`src/rtl/axi4_lite_arb_pkg.sv`:
```
// rtl/axi4_lite_arb_pkg.sv - shared types and helpers for the AXI4-Lite master arbiter
package axi4_lite_arb_pkg;

   localparam int CMD_ADDR_W = 32;
   localparam int CMD_DATA_W = 32;
   localparam int STRB_W     = 4;

   typedef enum logic [1:0] {
      IDLE,
      ISSUE,
      WAIT,
      RESP
   } arb_state_t;

   typedef struct packed {
      logic                  write;
      logic [CMD_ADDR_W-1:0] addr;
      logic [CMD_DATA_W-1:0] wdata;
      logic [STRB_W-1:0]     strobe;
   } arb_cmd_t;

   // Wait counter must be able to hold TIMEOUT; a disabled timeout still needs one bit.
   function automatic int cnt_width(input int timeout);
      return (timeout < 1) ? 1 : $clog2(timeout + 1);
   endfunction

   function automatic int idx_width(input int n);
      return (n < 2) ? 1 : $clog2(n);
   endfunction

endpackage

```
`src/rtl/rr_arbiter.sv`:
```
// rtl/rr_arbiter.sv - combinational round-robin picker starting after the last grant
module rr_arbiter
   import axi4_lite_arb_pkg::*;
#(
   parameter int NUM_REQ = 2,
   parameter int IW      = idx_width(NUM_REQ)
)(
   input  logic [NUM_REQ-1:0] req,
   input  logic [IW-1:0]      last_grant,
   output logic [NUM_REQ-1:0] grant,
   output logic [IW-1:0]      grant_idx
);

   // Scan offsets from farthest to nearest so the nearest requester after last_grant wins.
   always_comb begin
      int j;
      j         = 0;
      grant     = '0;
      grant_idx = '0;
      for (int k = NUM_REQ; k >= 1; k--) begin
         j = int'(last_grant) + k;
         if (j >= NUM_REQ) j = j - NUM_REQ;
         if (req[j]) begin
            grant     = NUM_REQ'(1) << j;
            grant_idx = IW'(j);
         end
      end
   end

endmodule

```
`src/rtl/axi4_lite_master_arbiter.sv`:
```
// rtl/axi4_lite_master_arbiter.sv - shares one AXI4-Lite start/busy master among several requesters
module axi4_lite_master_arbiter
   import axi4_lite_arb_pkg::*;
#(
   parameter int NUM_REQ    = 2,
   parameter int ADDR_WIDTH = CMD_ADDR_W,
   parameter int DATA_WIDTH = CMD_DATA_W,
   parameter int TIMEOUT    = 1024
)(
   input  logic                         clk,
   input  logic                         rst,
   input  logic [NUM_REQ-1:0]           req_valid,
   input  logic [NUM_REQ-1:0]           req_write,
   input  logic [NUM_REQ*ADDR_WIDTH-1:0] req_addr,
   input  logic [NUM_REQ*DATA_WIDTH-1:0] req_wdata,
   input  logic [NUM_REQ*4-1:0]         req_strobe,
   output logic [NUM_REQ-1:0]           req_ready,
   output logic [NUM_REQ-1:0]           resp_valid,
   output logic [DATA_WIDTH-1:0]        resp_rdata,
   output logic                         resp_err,
   output logic                         write_start,
   output logic [ADDR_WIDTH-1:0]        write_addr,
   output logic [DATA_WIDTH-1:0]        write_data,
   output logic [3:0]                   write_strobe,
   input  logic                         write_busy,
   output logic                         read_start,
   output logic [ADDR_WIDTH-1:0]        read_addr,
   input  logic [DATA_WIDTH-1:0]        read_data,
   input  logic                         read_busy
);

   localparam int IW = idx_width(NUM_REQ);
   localparam int CW = cnt_width(TIMEOUT);

   arb_state_t         state;
   logic [IW-1:0]      last_grant;
   logic [IW-1:0]      g_q;
   logic [IW-1:0]      win_idx;
   logic [NUM_REQ-1:0] win_grant;
   arb_cmd_t           cmd_q;
   arb_cmd_t           win_cmd;
   logic               seen_busy;
   logic [CW-1:0]      wait_cnt;
   logic               busy;
   logic               done;
   logic               timed_out;

   rr_arbiter #(
      .NUM_REQ (NUM_REQ),
      .IW      (IW)
   ) u_rr (
      .req        (req_valid),
      .last_grant (last_grant),
      .grant      (win_grant),
      .grant_idx  (win_idx)
   );

   // A grant is offered only while idle and out of reset.
   assign req_ready = (state == IDLE && rst) ? win_grant : '0;

   // Pull the winning requester's command out of the packed buses.
   always_comb begin
      win_cmd        = '0;
      win_cmd.write  = req_write[win_idx];
      win_cmd.addr   = CMD_ADDR_W'(req_addr[int'(win_idx)*ADDR_WIDTH +: ADDR_WIDTH]);
      win_cmd.wdata  = CMD_DATA_W'(req_wdata[int'(win_idx)*DATA_WIDTH +: DATA_WIDTH]);
      win_cmd.strobe = req_strobe[int'(win_idx)*STRB_W +: STRB_W];
   end

   assign busy      = cmd_q.write ? write_busy : read_busy;
   assign done      = seen_busy && !busy;
   // Counter reaches TIMEOUT-1 at the end of this cycle, so leave WAIT now.
   assign timed_out = (TIMEOUT != 0) && (int'(wait_cnt) + 2 >= TIMEOUT);

   // The master sees the latched command for the whole transaction.
   assign write_addr   = ADDR_WIDTH'(cmd_q.addr);
   assign read_addr    = ADDR_WIDTH'(cmd_q.addr);
   assign write_data   = DATA_WIDTH'(cmd_q.wdata);
   assign write_strobe = cmd_q.strobe;

   // Transaction sequencer: accept, pulse start, watch busy rise and fall, report.
   always_ff @(posedge clk) begin
      if (!rst) begin
         state       <= IDLE;
         last_grant  <= IW'(NUM_REQ - 1);
         g_q         <= '0;
         cmd_q       <= '0;
         seen_busy   <= 1'b0;
         wait_cnt    <= '0;
         write_start <= 1'b0;
         read_start  <= 1'b0;
         resp_valid  <= '0;
         resp_rdata  <= '0;
         resp_err    <= 1'b0;
      end else begin
         write_start <= 1'b0;
         read_start  <= 1'b0;
         resp_valid  <= '0;
         case (state)
            IDLE: begin
               if (|req_valid) begin
                  cmd_q       <= win_cmd;
                  g_q         <= win_idx;
                  write_start <= win_cmd.write;
                  read_start  <= !win_cmd.write;
                  state       <= ISSUE;
               end
            end
            ISSUE: begin
               state <= WAIT;
            end
            WAIT: begin
               if (busy) seen_busy <= 1'b1;
               wait_cnt <= wait_cnt + CW'(1);
               if (done) begin
                  resp_rdata <= cmd_q.write ? '0 : read_data;
                  resp_err   <= 1'b0;
                  resp_valid <= NUM_REQ'(1) << g_q;
                  state      <= RESP;
               end else if (timed_out) begin
                  resp_rdata <= '0;
                  resp_err   <= 1'b1;
                  resp_valid <= NUM_REQ'(1) << g_q;
                  state      <= RESP;
               end
            end
            RESP: begin
               last_grant <= g_q;
               seen_busy  <= 1'b0;
               wait_cnt   <= '0;
               state      <= IDLE;
            end
            default: state <= IDLE;
         endcase
      end
   end

endmodule
```
`config.mk`:
```
export PLATFORM = sky130hd
export DESIGN_NAME = axi4_lite_master_arbiter
export DESIGN_NICKNAME = d
export VERILOG_FILES = /design/src/rtl/axi4_lite_arb_pkg.sv /design/src/rtl/rr_arbiter.sv /design/src/rtl/axi4_lite_master_arbiter.sv
export SDC_FILE = /design/constraint.sdc
export NUM_CORES = 1
export LEC_CHECK = 0
export CAP_MARGIN = 20
export CORE_ASPECT_RATIO = 0.9
export CORE_MARGIN = 2
export CORE_UTILIZATION = 35
export CTS_CLUSTER_DIAMETER = 200
export CTS_CLUSTER_SIZE = 28
export DETAILED_ROUTE_END_ITERATION = 16
export GPL_ROUTABILITY_DRIVEN = 0
export PLACE_DENSITY = 0.89
export SKIP_CTS_REPAIR_TIMING = 1
export SLEW_MARGIN = 0
export SYNTH_ARGS = -nofsm -noshare
export SYNTH_HDL_FRONTEND = slang
export SYNTH_SLANG_ARGS = --single-unit
```
`constraint.sdc`:
```
create_clock -name clk -period 1.74 [get_ports clk]
set_input_delay 0.174 -clock clk [delete_from_list [all_inputs] [get_ports clk]]
set_output_delay 0.174 -clock clk [all_outputs]
set_load 0.01 [all_outputs]
```
==> results.yml, run 1 <==
logic_synthesis:
  synthArstFlopShare_pct: 0
  synth_top_cell_by_area: "dfxtp_1"
  ys_top_cells_by_area: "dfxtp_1 (43%), buf_4 (13%), mux2i_1 (13%)"
  synth_top_area_share_pct: 42.7
  syn_area_per_cell_sq_um: 9.64
  synth_fp_nets: 776
  synth_warnings: 0
  synth_cells: 593
  ys_types: 37
  ys_ff_latch: 122
  synthFlopType: "dfxtp_1"
  synth_area_sq_mm: 0.00571
  yosysSeqAreaShare_pct: 42.7
  synth-edff-count: 0
detailed_routing:
  dr.first_iter.drc_count: 180
  antenna_left: 0
  drc_errors: 0
  wl_per_cell_um: 15.2
  vias_per_cell: 4.75
  vias: 4927
  first_pass_iters: 6
  wl_um: 15800
floorplanning:
  die_h_um: 125
  initial_core_util_pct: 35.5
  dieArea_sq_mm: 0.0174
  num_rows: 44
  core-area_sq_mm: 0.0161
  die_x_um: 139
  pin_count: 315
sta:
  period_share_pct: 97.7
  slew_headroom_pct: 68.8
  finalSetupTns_ns: 0
  rsz0062_at_grt: "true"
  period_needed_ns: 1.70
  max_freq_mhz: 588
  finalSetupViolations: 0
  slew_violations: 0
  tightest_slew_ns: 0.469
  hold_violations: 0
  finClkSkew_ns: 0.00893
cts:
  insertion_delay_ns: 0.41
  cts_buffers: 17
  cts_root_buf: "clkbuf_16"
  clk_pin_slew_ns: 0.06
  clockBufferDepth: 2
  cts_tree: "done"
  clock_sinks: 122
  htree_levels: 4
final_layout:
  mostFrequentLayoutCells: "clkdlybuf4s50_1 (312), dfxtp_1 (121), nor2_1 (81)"
  fin_util_pct: 56.8
  stdcell_count: 1038
  final_area_sq_mm: 0.00912
  n_fill_cell: 1366
  synthToLayoutAreaGrowth_pct: 59.7
  layout_commonest_cell: "clkdlybuf4s50_1"
  diodes: 0
  drive_gt1_share_pct: 8.78
  multi_input_area_sq_mm: 0.00234
  seq_area_sq_mm: 0.00244
  layout.nets: 1002
setup_path:
  worstSetupPathType: "flop to primary output"
  start_kind: "flop"
  cp_max_fo: 5
  worstPathArrival_ns: 1.53
  r2r_slack_ns: 0.08
  cp_num_buf_inv: 2
  max_stage_delay_ns: 0.33
  cp_top_family: "flip-flops"
  end_kind: "primary output"
  crit_slowest_cell: "dfxtp_1"
  critPathRequiredTime_ns: 1.57
  crit_chain: "inv_1 > ha_2 > nand3_1 > a21oi_2 > clkbuf_2"
place:
  placed_cell_area_sq_mm: 0.00854
  placedCellCount: 1007
  hpwl_um: 11900
  port-buffer-count: 314
grt:
  overflow: 0
  antenna_found_initial: 0
  grt_pass1_wl_um: 25200
  grt_max_degree: 76
  grt_usage_pct: 18.2
  grt_pass1_vias: 4901
pwr:
  p_per_area_mw_per_mm2: 1250
  ir_worst_vdd_uv: 736
  p_leak_nw: 3.49
  p_total_mw: 11.4
status:
  status: "completed"
hold_path:
  hp-class: "input port to flop"
job:
  drv_cap: 0
-- layout make-up --
class,instances,area share [%]
timing repair buffer,347,38.1
inverter,7,0.288
multi-input combinational,324,25.7
clock buffer,19,4.74
tap,207,2.84
clock inverter,12,1.55
sequential,122,26.8
-- registers in the layout, indices dropped and copies added, names as in the netlist --
signal,cells
wait_cnt,11
last_grant,1
write_start,1
g_q,1
seen_busy,1
resp_valid,2
resp_rdata,32
write_data,32
read_addr,32
state,2
write_strobe,4
read_start,1
resp_err,1
cmd_q,1
-- cell usage after synthesis (2+ instances only) --
library cell,n
inv_1,6
a21oi_1,6
and3_1,3
buf_4,100
xnor2_1,3
or3_1,3
dfxtp_1,122
nand2b_1,2
mux2i_1,72
clkbuf_1,28
a211oi_1,70
nor2_1,81
a22o_1,32
o21ai_0,4
xor2_1,4
buf_2,9
buf_6,3
nor2b_1,2
ha_1,7
nand3_1,5
nand2_1,13
nor3_1,3
-- kinds of logic (layout without fill, tap and decap cells) --
family	after synthesis	in the layout	synth area share, %
XOR/XNOR	7	7	1.07
flip-flops	122	122	42.7
multiplexers	72	72	12.6
buffers and inverters	147	385	16.8
AO/OA/AOI/OAI	121	121	16.4
adder cells (fa/ha/maj)	7	7	1.53
AND/OR/NAND/NOR	117	117	8.85
-- where the power goes --
group	internal (mW)	leakage (nW)	total (mW)	switching (mW)
Sequential	3.38	1.00	3.77	0.389
Combinational	2.33	2.21	4.21	1.88
Clock	2.12	0.275	3.43	1.31
Total	7.83	3.49	11.4	3.58
-- metal layers --
layer / vias up / global-route usage (%) / part of all wire, %
li1: 2451 / - / -
met5: - / 0 / 0
met2: 204 / 32.1 / 49
met3: 31 / 6.74 / 7.6
met4: 0 / 7.13 / 2.4
met1: 2241 / 20.1 / 41
-- metrics by stage --
step	worst slack [ns]	hold WS [ns]
floorplan	0.0545	0.299
global placement	-0.122	0.458
detailed placement	-0.121	0.459
CTS	-0.501	0.330
global route	-0.0335	0.325
finish	0.0406	0.348
-- path summary, 6_finish.rpt --
check                                 from                     endpoint  cells after the start
setup / recovery     state[0]$_SDFFE_PN0P_                 req_ready[0]                      5
hold / removal               read_data[18]  resp_rdata[18]$_SDFFE_PN0P_                      2
setup reg to reg  wait_cnt[7]$_SDFFE_PN0P_  resp_rdata[22]$_SDFFE_PN0P_                      7
hold reg to reg           g_q$_SDFFE_PN0P_     resp_valid[0]$_SDFF_PN0_                      1
Note: power is estimated with default switching activity, not from simulation.
==> run 2, diff against run 1 <==
Settings changed: CORE_MARGIN 2 to 10, SLEW_MARGIN 0 to unset.
==> run 2 against run 1 <==
Effect of this change:
- register-to-register slack improved by 0.02 ns
- clock power about the same
- cell area increased by 1.2%
- clock skew about the same
- maximum frequency increased by 3.3%
- global-route usage decreased by 1.6 points
- setup slack improved by 0.055 ns
- die area increased by 26%
- core utilization increased by 0.65 points
- critical endpoint is now resp_rdata[7]$_SDFFE_PN0P_
==> results.yml, run 2 (synthesized netlist as in run 1, its figures left out) <==
final_layout:
  diodes: 0
  layout.nets: 1007
  layout_commonest_cell: "clkdlybuf4s50_1"
  n_fill_cell: 1367
  mostFrequentLayoutCells: "clkdlybuf4s50_1 (312), dfxtp_1 (118), nor2_1 (81)"
  final_area_sq_mm: 0.00923
  drive_gt1_share_pct: 9.59
  synthToLayoutAreaGrowth_pct: 61.5
floorplanning:
  pin_count: 315
  initial_core_util_pct: 35.5
  die_x_um: 155
  die_h_um: 141
  core-area_sq_mm: 0.0161
  num_rows: 44
  dieArea_sq_mm: 0.0218
grt:
  antenna_found_initial: 0
  grt_usage_pct: 16.6
  grt_pass1_wl_um: 29200
  grt_max_degree: 66
  grt_pass1_vias: 5355
  overflow: 0
place:
  hpwl_um: 15300
  port-buffer-count: 314
  dp_slack_ns: -0.110
  placed_cell_area_sq_mm: 0.00864
hold_path:
  hp-class: "input port to flop"
  min_path_cells: 2
sta:
  tightest_slew_ns: 0.437
  finalSetupViolations: 0
  finClkSkew_ns: 0.00886
  slew_violations: 0
  rsz0062_at_grt: "false"
  slew_headroom_pct: 70.9
  hold_violations: 0
  max_freq_mhz: 608
  timing.final.ws_setup_ns: 0.0954
  period_share_pct: 94.5
  period_needed_ns: 1.64
setup_path:
  worstSetupPathType: "flop to flop"
  cp_max_fo: 24
  end_kind: "flop"
  worstPathArrival_ns: 1.93
  start_kind: "flop"
  reg2regPathDepth: 7
  critPathRequiredTime_ns: 2.03
detailed_routing:
  wl_per_cell_um: 18.3
  vias_per_cell: 4.85
  wl_um: 19000
  first_pass_iters: 4
  vias: 5050
  drc_errors: 0
  dr.first_iter.drc_count: 135
  antenna_left: 0
cts:
  cts_root_buf: "clkbuf_16"
  cts_tree: "done"
  insertion_delay_ns: 0.40
  cts_buffers: 17
  clock_sinks: 122
  clockBufferDepth: 2
  htree_levels: 4
  clk_pin_slew_ns: 0.06
pwr:
  p_per_area_mw_per_mm2: 1280
  p_leak_nw: 3.53
  ir_worst_vdd_uv: 981
  p_total_mw: 11.8
job:
  drv_cap: 0
status:
  status: "completed"
run 2: cell count changes in the layout (fill, tap and decap cells not counted), moves of 2 or more:
cell / change
inv_6: -4
clkinv_4: -2
dfxtp_1: -3
dfxtp_2: +2
clkinv_2: +3
buf_12: +5
run 2: final timing paths:
path	start	endpoint	slack [ns]
worst max-delay path	wait_cnt[1]$_SDFFE_PN0P_	resp_rdata[7]$_SDFFE_PN0P_	0.1
worst min-delay path	read_data[18]	resp_rdata[18]$_SDFFE_PN0P_	0.36
worst max register to register	wait_cnt[1]$_SDFFE_PN0P_	resp_rdata[7]$_SDFFE_PN0P_	0.1
worst min register to register	resp_rdata[28]$_SDFFE_PN0P_	resp_rdata[28]$_SDFFE_PN0P_	0.48
run 2: routing by layer:
layer / global-route usage [%] / share of wire [%] / routed length, um / vias up
li1: - / - / - / 2448
met1: 17.7 / 39 / 7480 / 2365
met2: 28.8 / 49 / 9430 / 218
met3: 7.51 / 9.7 / 1860 / 19
met4: 5.07 / 1.5 / 286 / 0
met5: 0 / 0 / 0 / -
run 2: layout make-up:
class,instances,area [sq um],share of cell area (%)
Inverter,7,26.3,0.285
Clock inverter,9,126,1.37
Sequential cell,122,2450,26.5
Timing Repair Buffer,352,3580,38.7
Tap cell,207,259,2.81
Clock buffer,20,437,4.73
Multi-Input combinational cell,324,2350,25.5
run 2: power by group:
part	switching, mW	internal [mW]	total, mW
Sequential	0.410	3.38	3.79
Clock	1.21	2.22	3.43
Combinational	2.00	2.56	4.56
Total	3.62	8.16	11.8
run 2: worst max-delay path, stage by stage, from the launching register on:
cell and delay [ns]:
dfxtp_4 0.36, nand3_1 0.09, nor3_2 0.22, mux2i_1 0.11, buf_4 0.16, o21a_4 0.20, buf_12 0.15, a22o_1 0.24
run 2: per-stage QoR:
stage	hold WS (ns)	std cells	utilization [%]	setup TNS (ns)
after CTS	0.345	1041	57.3	-0.602
final	0.362	1041	57.4	0
after floorplan	0.299	593	-	0
after global placement	0.453	1012	53.8	-0.502
after detailed placement	0.463	1012	53.8	-1.29
after global routing	0.362	1041	57.4	0
==> run 3, diff against run 2 <==
Settings changed: REMOVE_ABC_BUFFERS set to 1.
Clock period 1.74 ns to 1.5 ns, I/O delays scaled along.
==> run 3 against run 2 <==
Effect of this change:
- final cell count up 2.9%
- highest routed layer unchanged
- the flow now finishes with violations (setup timing)
- count of clock-buffer cells in the layout down 3
- critical path depth down 1
- sequential cell count unchanged
- core utilization up 6.2 points
- first-iteration DRC count up 47%
==> results.yml, run 3 (synthesized netlist as in run 1, its figures left out) <==
status:
  status: "finished with violations"
  violations: "setup timing"
floorplanning:
  pin_count: 315
  dieArea_sq_mm: 0.0218
  num_rows: 44
  die_x_um: 155
  initial_core_util_pct: 35.5
  core-area_sq_mm: 0.0161
  die_h_um: 141
sta:
  period_share_pct: 103
  period_needed_ns: 1.54
  tightest_slew_ns: 0.704
  slew_violations: 0
  finalSetupViolations: 29
  max_freq_mhz: 648
  finalSetupTns_ns: -0.513
  rsz0062_at_grt: "true"
  hold_violations: 0
  slew_headroom_pct: 53.1
  timing.final.ws_setup_ns: -0.0423
  finClkSkew_ns: 0.00820
grt:
  antenna_found_initial: 0
  overflow: 0
  grt_usage_pct: 16.7
  grt_pass1_vias: 5388
  grt_pass1_wl_um: 29300
  grt_max_degree: 81
job:
  drv_cap: 0
setup_path:
  worstPathArrival_ns: 1.84
  critPathRequiredTime_ns: 1.80
  crit_chain: "nand4_2 > nor3_4 > mux2i_2 > buf_4 > a32oi_4 > o221a_1"
  max_stage_delay_ns: 0.35
  cp_max_fo: 3
  start_kind: "flop"
  crit_slowest_cell: "dfxtp_1"
  r2r_slack_ns: -0.04
  end_kind: "flop"
  worstSetupPathType: "flop to flop"
detailed_routing:
  antenna_left: 0
  first_pass_iters: 4
  drc_errors: 0
  wl_um: 22800
  wl_per_cell_um: 21.3
  dr.first_iter.drc_count: 199
  vias: 5359
  vias_per_cell: 5.00
cts:
  insertion_delay_ns: 0.41
  clockBufferDepth: 2
  clock_sinks: 122
  cts_root_buf: "clkbuf_16"
  cts_buffers: 17
  htree_levels: 4
  clk_pin_slew_ns: 0.06
  cts_tree: "done"
place:
  placed_cell_area_sq_mm: 0.00864
  hpwl_um: 15100
  port-buffer-count: 314
  placedCellCount: 1022
  dp_slack_ns: -0.306
pwr:
  p_per_area_mw_per_mm2: 1510
  ir_worst_vdd_uv: 892
  p_leak_nw: 5.33
final_layout:
  layout.nets: 1034
  synthToLayoutAreaGrowth_pct: 78.9
  final_area_sq_mm: 0.0102
  mostFrequentLayoutCells: "clkdlybuf4s50_1 (210), dfxtp_1 (115), dlymetal6s2s_1 (102)"
  n_fill_cell: 1185
  drive_gt1_share_pct: 21.2
  stdcell_count: 1071
  layout_commonest_cell: "clkdlybuf4s50_1"
  diodes: 0
hold_path:
  hp-class: "input port to flop"
[run 3: cell types whose count changed in the layout (fill, tap and decap cells not counted), moves of 5 or more]
cell | previous run | this run
inv_6 | 0 | 6
buf_6 | 0 | 7
mux2i_1 | 72 | 67
buf_4 | 26 | 43
clkbuf_16 | 17 | 23
a211oi_1 | 69 | 24
mux2i_2 | 0 | 5
a211oi_2 | 1 | 44
clkdlybuf4s50_1 | 312 | 210
dlymetal6s2s_1 | 1 | 102
[run 3: power by group]
group / total (mW) / switching [mW] / leakage [nW] / internal [mW]
combinational: 6.76 / 3.19 / 4.03 / 3.57
sequential: 4.38 / 0.460 / 1.00 / 3.92
clock: 4.29 / 1.65 / 0.296 / 2.65
[run 3: per-layer routing]
layer	global-route usage, %	part of all wire (%)
met5	0	0
met4	5.46	2.4
met3	7.21	7.4
met2	30.4	52
met1	16.8	38
[run 3: layout make-up]
cell class / instances / area (sq um) / share of cell area, %
sequential: 122 / 2450 / 24.0
inverter: 7 / 28.8 / 0.282
timing repair buffer: 379 / 4150 / 40.6
clock inverter: 15 / 189 / 1.85
tap: 207 / 259 / 2.53
clock buffer: 17 / 425 / 4.16
multi-input combinational: 324 / 2720 / 26.6
[run 3: critical path, delay by kind of cell (launching register included)]
kind | cells | cell delay [ns]
buffers and inverters | 1 | 0.18
AOI/OAI and AO/OA | 2 | 0.32
muxes | 1 | 0.29
DFF | 1 | 0.35
and+or+nand+nor | 2 | 0.31
[run 3: metrics by stage]
| stage | power (mW) | hold WS, ns | utilization, % |
|---|---|---|---|
| CTS | 13.9 | 0.303 | 57.6 |
| finish | 15.4 | 0.324 | 63.6 |
| detailed placement | 9.55 | 0.449 | 53.8 |
| floorplan | 5.37 | 0.249 | - |
| global route | 16.2 | 0.312 | 63.6 |
| global placement | 9.41 | 0.446 | 53.8 |
[run 3: final timing paths]
check | startpoint | end | depth (start not counted)
max reg2reg | wait_cnt[5]$_SDFFE_PN0P_ | state[0]$_SDFFE_PN0P_ | 6
min reg2reg | resp_err$_SDFFE_PN0P_ | resp_err$_SDFFE_PN0P_ | 1
max | wait_cnt[5]$_SDFFE_PN0P_ | state[0]$_SDFFE_PN0P_ | 6
min | read_data[12] | resp_rdata[12]$_SDFFE_PN0P_ | 2
